File: config.mk
export PLATFORM = sky130hd
export DESIGN_NAME = axis_pkt_arbiter
export DESIGN_NICKNAME = d
export VERILOG_FILES = /design/src/rtl/axis_arb_pkg.sv /design/src/rtl/axis_out_reg.sv /design/src/rtl/axis_pkt_arbiter.sv
export SDC_FILE = /design/constraint.sdc
export NUM_CORES = 1
export LEC_CHECK = 0
export CAP_MARGIN = 20
export CORE_MARGIN = 3
export CORE_UTILIZATION = 35
export DETAILED_ROUTE_END_ITERATION = 10
export PLACE_DENSITY = 0.79
export SYNTH_ARGS = -nofsm -noshare
export SYNTH_HDL_FRONTEND = slang
export SYNTH_SLANG_ARGS = --single-unit
File: constraint.sdc
create_clock -name s00_axis_aclk -period 2.4 [get_ports s00_axis_aclk]
set_input_delay 0.24 -clock s00_axis_aclk [delete_from_list [all_inputs] [get_ports s00_axis_aclk]]
set_output_delay 0.24 -clock s00_axis_aclk [all_outputs]
set_load 0.05 [all_outputs]
File: src/rtl/axis_arb_pkg.sv
// Shared state encodings, default widths and the round-robin pick used by the
// two-port packet arbiter.
package axis_arb_pkg;

  localparam int C_AXIS_TDATA_WIDTH_DEF = 32;
  localparam int ADDR_WIDTH_DEF         = 12;

  typedef enum logic [1:0] {
    IDLE  = 2'd0,
    XFER  = 2'd1,
    DRAIN = 2'd2
  } arb_state_t;

  // Returns the port index to grant; the port that did not win last time has
  // priority when both are requesting.
  function automatic logic rr_pick(input logic req0, input logic req1,
                                   input logic last_grant);
    logic pick;
    if (req0 && req1) begin
      pick = ~last_grant;
    end else if (req1) begin
      pick = 1'b1;
    end else begin
      pick = 1'b0;
    end
    return pick;
  endfunction

endpackage

File: src/rtl/axis_out_reg.sv
// Single-stage AXI-Stream output register: holds a beat until the sink takes it
// and accepts a new beat in the same cycle the current one drains.
module axis_out_reg #(
  parameter int DATA_W = 32
) (
  input  logic                clk,
  input  logic                rst_n,
  input  logic                ld_en,
  input  logic [DATA_W-1:0]   ld_data,
  input  logic [DATA_W/8-1:0] ld_strb,
  input  logic                ld_last,
  input  logic                rdy,
  output logic [DATA_W-1:0]   data,
  output logic [DATA_W/8-1:0] strb,
  output logic                last,
  output logic                valid,
  output logic                free
);

  assign free = ~valid | rdy;

  always_ff @(posedge clk or negedge rst_n) begin
    if (!rst_n) begin
      data  <= '0;
      strb  <= '0;
      last  <= 1'b0;
      valid <= 1'b0;
    end else if (ld_en) begin
      data  <= ld_data;
      strb  <= ld_strb;
      last  <= ld_last;
      valid <= 1'b1;
    end else if (rdy) begin
      valid <= 1'b0;
    end
  end

endmodule

File: src/rtl/axis_pkt_arbiter.sv
// Two-input AXI-Stream arbiter with packet-granular round-robin, a registered
// output stage and truncation of packets longer than the downstream buffer.
module axis_pkt_arbiter
  import axis_arb_pkg::*;
#(
  parameter int C_AXIS_TDATA_WIDTH = C_AXIS_TDATA_WIDTH_DEF,
  parameter int ADDR_WIDTH         = ADDR_WIDTH_DEF
) (
  input  logic                            s00_axis_aclk,
  input  logic                            s00_axis_aresetn,

  input  logic [C_AXIS_TDATA_WIDTH-1:0]   s00_axis_tdata,
  input  logic [C_AXIS_TDATA_WIDTH/8-1:0] s00_axis_tstrb,
  input  logic                            s00_axis_tvalid,
  input  logic                            s00_axis_tlast,
  output logic                            s00_axis_tready,

  input  logic [C_AXIS_TDATA_WIDTH-1:0]   s01_axis_tdata,
  input  logic [C_AXIS_TDATA_WIDTH/8-1:0] s01_axis_tstrb,
  input  logic                            s01_axis_tvalid,
  input  logic                            s01_axis_tlast,
  output logic                            s01_axis_tready,

  output logic [C_AXIS_TDATA_WIDTH-1:0]   m00_axis_tdata,
  output logic [C_AXIS_TDATA_WIDTH/8-1:0] m00_axis_tstrb,
  output logic                            m00_axis_tvalid,
  output logic                            m00_axis_tlast,
  input  logic                            m00_axis_tready,

  output logic                            arb_grant,
  output logic                            arb_busy,
  output logic                            pkt_trunc
);

  localparam int STRB_W = C_AXIS_TDATA_WIDTH / 8;
  // MAX_BEATS-1 is the all-ones count value.
  localparam logic [ADDR_WIDTH-1:0] LAST_CNT = '1;

  arb_state_t              state;
  logic                    grant;
  logic                    last_grant;
  logic [ADDR_WIDTH-1:0]   beat_cnt;
  logic                    busy;
  logic                    trunc;

  logic                    out_free;
  logic                    sel_valid;
  logic                    sel_last;
  logic [C_AXIS_TDATA_WIDTH-1:0] sel_data;
  logic [STRB_W-1:0]       sel_strb;
  logic                    pass_ready;
  logic                    take;
  logic                    load;
  logic                    at_limit;
  logic                    fwd_last;

  always_comb begin
    sel_valid  = grant ? s01_axis_tvalid : s00_axis_tvalid;
    sel_last   = grant ? s01_axis_tlast  : s00_axis_tlast;
    sel_data   = grant ? s01_axis_tdata  : s00_axis_tdata;
    sel_strb   = grant ? s01_axis_tstrb  : s00_axis_tstrb;

    // XFER is throttled by the output register; DRAIN swallows freely.
    pass_ready = 1'b0;
    if (state == XFER) begin
      pass_ready = out_free;
    end else if (state == DRAIN) begin
      pass_ready = 1'b1;
    end

    s00_axis_tready = pass_ready & ~grant;
    s01_axis_tready = pass_ready &  grant;

    take     = sel_valid & pass_ready;
    load     = take & (state == XFER);
    at_limit = (beat_cnt == LAST_CNT);
    fwd_last = sel_last | at_limit;
  end

  always_ff @(posedge s00_axis_aclk or negedge s00_axis_aresetn) begin
    if (!s00_axis_aresetn) begin
      state      <= IDLE;
      grant      <= 1'b0;
      last_grant <= 1'b1;
      beat_cnt   <= '0;
      busy       <= 1'b0;
      trunc      <= 1'b0;
    end else begin
      trunc <= 1'b0;
      case (state)
        IDLE: begin
          if (s00_axis_tvalid || s01_axis_tvalid) begin
            grant <= rr_pick(s00_axis_tvalid, s01_axis_tvalid, last_grant);
            state <= XFER;
            busy  <= 1'b1;
          end
        end
        XFER: begin
          if (take) begin
            if (sel_last) begin
              last_grant <= grant;
              beat_cnt   <= '0;
              state      <= IDLE;
              busy       <= 1'b0;
            end else if (at_limit) begin
              beat_cnt <= '0;
              trunc    <= 1'b1;
              state    <= DRAIN;
            end else begin
              beat_cnt <= beat_cnt + 1'b1;
            end
          end
        end
        DRAIN: begin
          if (take && sel_last) begin
            last_grant <= grant;
            state      <= IDLE;
            busy       <= 1'b0;
          end
        end
        default: begin
          state <= IDLE;
          busy  <= 1'b0;
        end
      endcase
    end
  end

  assign arb_grant = grant;
  assign arb_busy  = busy;
  assign pkt_trunc = trunc;

  axis_out_reg #(
    .DATA_W (C_AXIS_TDATA_WIDTH)
  ) u_out_reg (
    .clk     (s00_axis_aclk),
    .rst_n   (s00_axis_aresetn),
    .ld_en   (load),
    .ld_data (sel_data),
    .ld_strb (sel_strb),
    .ld_last (fwd_last),
    .rdy     (m00_axis_tready),
    .data    (m00_axis_tdata),
    .strb    (m00_axis_tstrb),
    .last    (m00_axis_tlast),
    .valid   (m00_axis_tvalid),
    .free    (out_free)
  );

endmodule

==> impl_metrics.env <==
export IMPL_synth_cell_types=35
export IMPL_cp_data_arrival_time_ns=2.07
export IMPL_ys_top_cells_by_area="dfrtp_1, mux2i_1, o21ai_1, nand2_1, o31ai_1"
export IMPL_cts_buffer_depth=2
export IMPL_swShare=0.492
export IMPL_grt_pass1_vias=2421
export IMPL_antenna_left=0
export IMPL_rsz0062_at_grt="no"
export IMPL_final_common_cell="clkdlybuf4s50_1"
export IMPL_start_kind="flop"
export IMPL_viasPerCell=4.96
export IMPL_pre_cts_slack_ns=0.429
export IMPL_diodes=0
export IMPL_clk_latency_ns=0.30
export IMPL_nNetsFinal=469
export IMPL_stdcell_area_mm2=0.00416
export IMPL_crit_chain="ha_1 > and4_1 > a41oi_4 > nand2_1 > o311ai_1"
export IMPL_cts_sinks=56
export IMPL_fin_tns_setup_ns=0
export IMPL_drt_iter0_markers=104
export IMPL_status="complete, no violations"
export IMPL_dr_total_vias=2424
export IMPL_p_switching_mw=2.75
export IMPL_hold_viol=0
export IMPL_cts_htree_levels=2
export IMPL_synth_nets=351
export IMPL_synth_area_leader_cell="dfrtp_1"
export IMPL_dp_hpwl_mm=5.36
export IMPL_ys_seq_area_frac=0.517
export IMPL_dpl_cell_area_mm2=0.00405
export IMPL_drc_errors=0
export IMPL_worstHoldPathType="in2async"
export IMPL_worstSetupPathType="reg2reg"
export IMPL_initial_core_util=0.368
export IMPL_rr_worst_depth=5
export IMPL_cts_tree="yes"
export IMPL_r2r_slack_ns=0.54
export IMPL_die_area_mm2=0.00884
export IMPL_skew_ns=0.00438
export IMPL_p_per_area_mw_per_mm2=1340
export IMPL_setup_violations_final=0
export IMPL_critical_path_max_stage_delay_ns=0.43
export IMPL_synth_top_area_frac=0.507
export IMPL_async_reset_ff_frac=1.00
export IMPL_grt_max_degree=51
export IMPL_p_leak_nw=1.79
export IMPL_sequentialPowerShare=0.283
export IMPL_final_cell_mix="clkdlybuf4s50_1, nand2_1, dfrtp_1"
export IMPL_portBuffers=121
export IMPL_cts_root_buffer="clkbuf_8"
export IMPL_cts_inserted_buffers=5
export IMPL_finalCriticalPeriod_ns=1.86
export IMPL_clk_pin_slew_ns=0.10
export IMPL_grt_antenna_before_repair=0
export IMPL_cp_max_fo=6
export IMPL_drv_cap=0
export IMPL_drt_total_wl_mm=6.78
export IMPL_synth_avg_cell_area_um2=10.0
export IMPL_worst_ep_required_time_ns=2.61
export IMPL_syn_area_mm2=0.00271
export IMPL_synth_edff_count=0
export IMPL_cp_slowest_cell="dfrtp_1"
export IMPL_gp_congestion=0.822
export IMPL_grt_first_pass_wirelength_mm=11.3
export IMPL_fp_row_count=31
export IMPL_worstMarginPinSlew_ns=0.577
export IMPL_firstDrtPassIters=4
export IMPL_ir_drop_mv=0.769
export IMPL_yosys_warnings=0
export IMPL_wire_per_inst_um=13.9
export IMPL_fin_util=0.564
export IMPL_core_mm2=0.00737
export IMPL_pwr_share_clk=0.095
export IMPL_internal_power_mw=2.84
export IMPL_worstSetupEndpointType="flop"
export IMPL_area_growth_pct=53.2
export IMPL_combPwrFrac=0.622
export IMPL_slew_viol_final=0
export IMPL_fin_crit_sh=0.774
export IMPL_die_h_um=94.0
export IMPL_die_x_um=94.0
export IMPL_synth_ff_type="dfrtp_1"
export IMPL_drive_gt1_frac=0.0590
export IMPL_synth_cells=271
export IMPL_max_freq_mhz=538
export IMPL_ioPinCount=122
export IMPL_relSlewSlack=0.615
export IMPL_worst_slack_ns=0.542
export IMPL_grt_total_usage=0.161
export IMPL_r2r_start="beat_cnt[0]"
export IMPL_fill_cells=645
export IMPL_overflow=0
export IMPL_ys_seq_elements=56
export IMPL_rr_endpoint="beat_cnt[5]"
==> cell families (layout without fill, tap and decap cells) <==
kind of cell,Yosys count,after routing,share of synthesized area
AO/OA/AOI/OAI,69,69,0.152
adder cells (fa/ha/maj),1,1,0.00461
buffers and inverters,17,136,0.0286
flip-flops,56,56,0.517
multiplexers,38,38,0.144
AND/OR/NAND/NOR,90,90,0.154
==> cell usage after synthesis (2+ instances only) <==
cell,number
nor2b_1,3
or4b_1,2
a31oi_1,4
mux2_4,2
a21oi_1,5
o41ai_1,2
o311ai_1,2
clkbuf_1,7
and3_1,2
o31ai_1,5
nor2_1,7
mux2i_1,36
nand3_1,5
nand2b_1,2
o21ai_1,46
nand3_2,2
nand2_1,58
buf_2,7
and4_1,3
dfrtp_1,55
nor3_1,2
==> critical path, delay by kind of cell (launching register included) <==
kind	cells	cell delay (ns)
AOI/OAI and AO/OA	2	0.60
adders and majority gates	1	0.26
DFF	1	0.43
and+or+nand+nor	2	0.49
==> worst max-delay path by stage <==
| stage | start | to | slack (ns) | cells past startpoint |
|---|---|---|---|---|
| 2_1_floorplan | arb_grant | s00_axis_tready | 0.29 | 4 |
| 3_3_place_gp | s00_axis_tvalid | beat_cnt[7] | 0.47 | 5 |
| 3_5_place_dp | s00_axis_tvalid | state[0] | 0.43 | 6 |
| 4_1_cts | beat_cnt[0] | beat_cnt[5] | 0.53 | 5 |
| 5_1_grt | beat_cnt[0] | beat_cnt[3] | 0.37 | 5 |
| 6_report | beat_cnt[0] | beat_cnt[5] | 0.54 | 5 |
==> per-layer routing <==
layer | GRT usage | vias to the layer above | routed length, µm
li1 | - | 1199 | -
met1 | 0.190 | 1142 | 2720
met2 | 0.271 | 70 | 3390
met3 | 0.0529 | 13 | 520
met4 | 0.0578 | 0 | 141
met5 | 0 | - | 0
==> power groups by stage <==
stage,clock [mW],sequential (mW),combinational [mW]
floorplan,0,2.69,1.21
global placement,0,1.59,3.46
detailed placement,0,1.60,3.52
CTS,0.545,1.58,3.53
global route,0.585,1.63,3.74
finish,0.530,1.58,3.48
==> state kept, by name (all words and copies together) (netlist names) <==
signal           cells
beat_cnt            12
last_grant           1
u_out_reg.last       1
pkt_trunc            1
arb_busy             1
u_out_reg.strb       4
u_out_reg.data      32
state                2
u_out_reg.valid      1
arb_grant            1
==> cell type report <==
cell class,instances,area (µm²),share of cell area
flip-flops and latches,56,1400,0.338
clock inverters,1,7.51,0.00181
repair buffers,127,1300,0.312
clock buffers,7,86.3,0.0208
inverters,1,3.75,0.000903
well taps,99,124,0.0298
multi-input cells,198,1230,0.297
==> per-stage QoR <==
stage,std cells,hold WS [ns],total power [mW]
2_1_floorplan,271,-0.0556,3.91
3_3_place_gp,480,0.257,5.05
3_5_place_dp,480,0.273,5.12
4_1_cts,489,0.487,5.66
5_1_grt,489,0.506,5.96
6_report,489,0.464,5.59
==> what timing repair did <==
item / CTS / global route
hold endpoints to repair: 24 / 0
setup buffers: 0 / 0
hold buffers: 1 / 0
resized for setup: 0 / 0
Power figures use the tool's default switching activity.
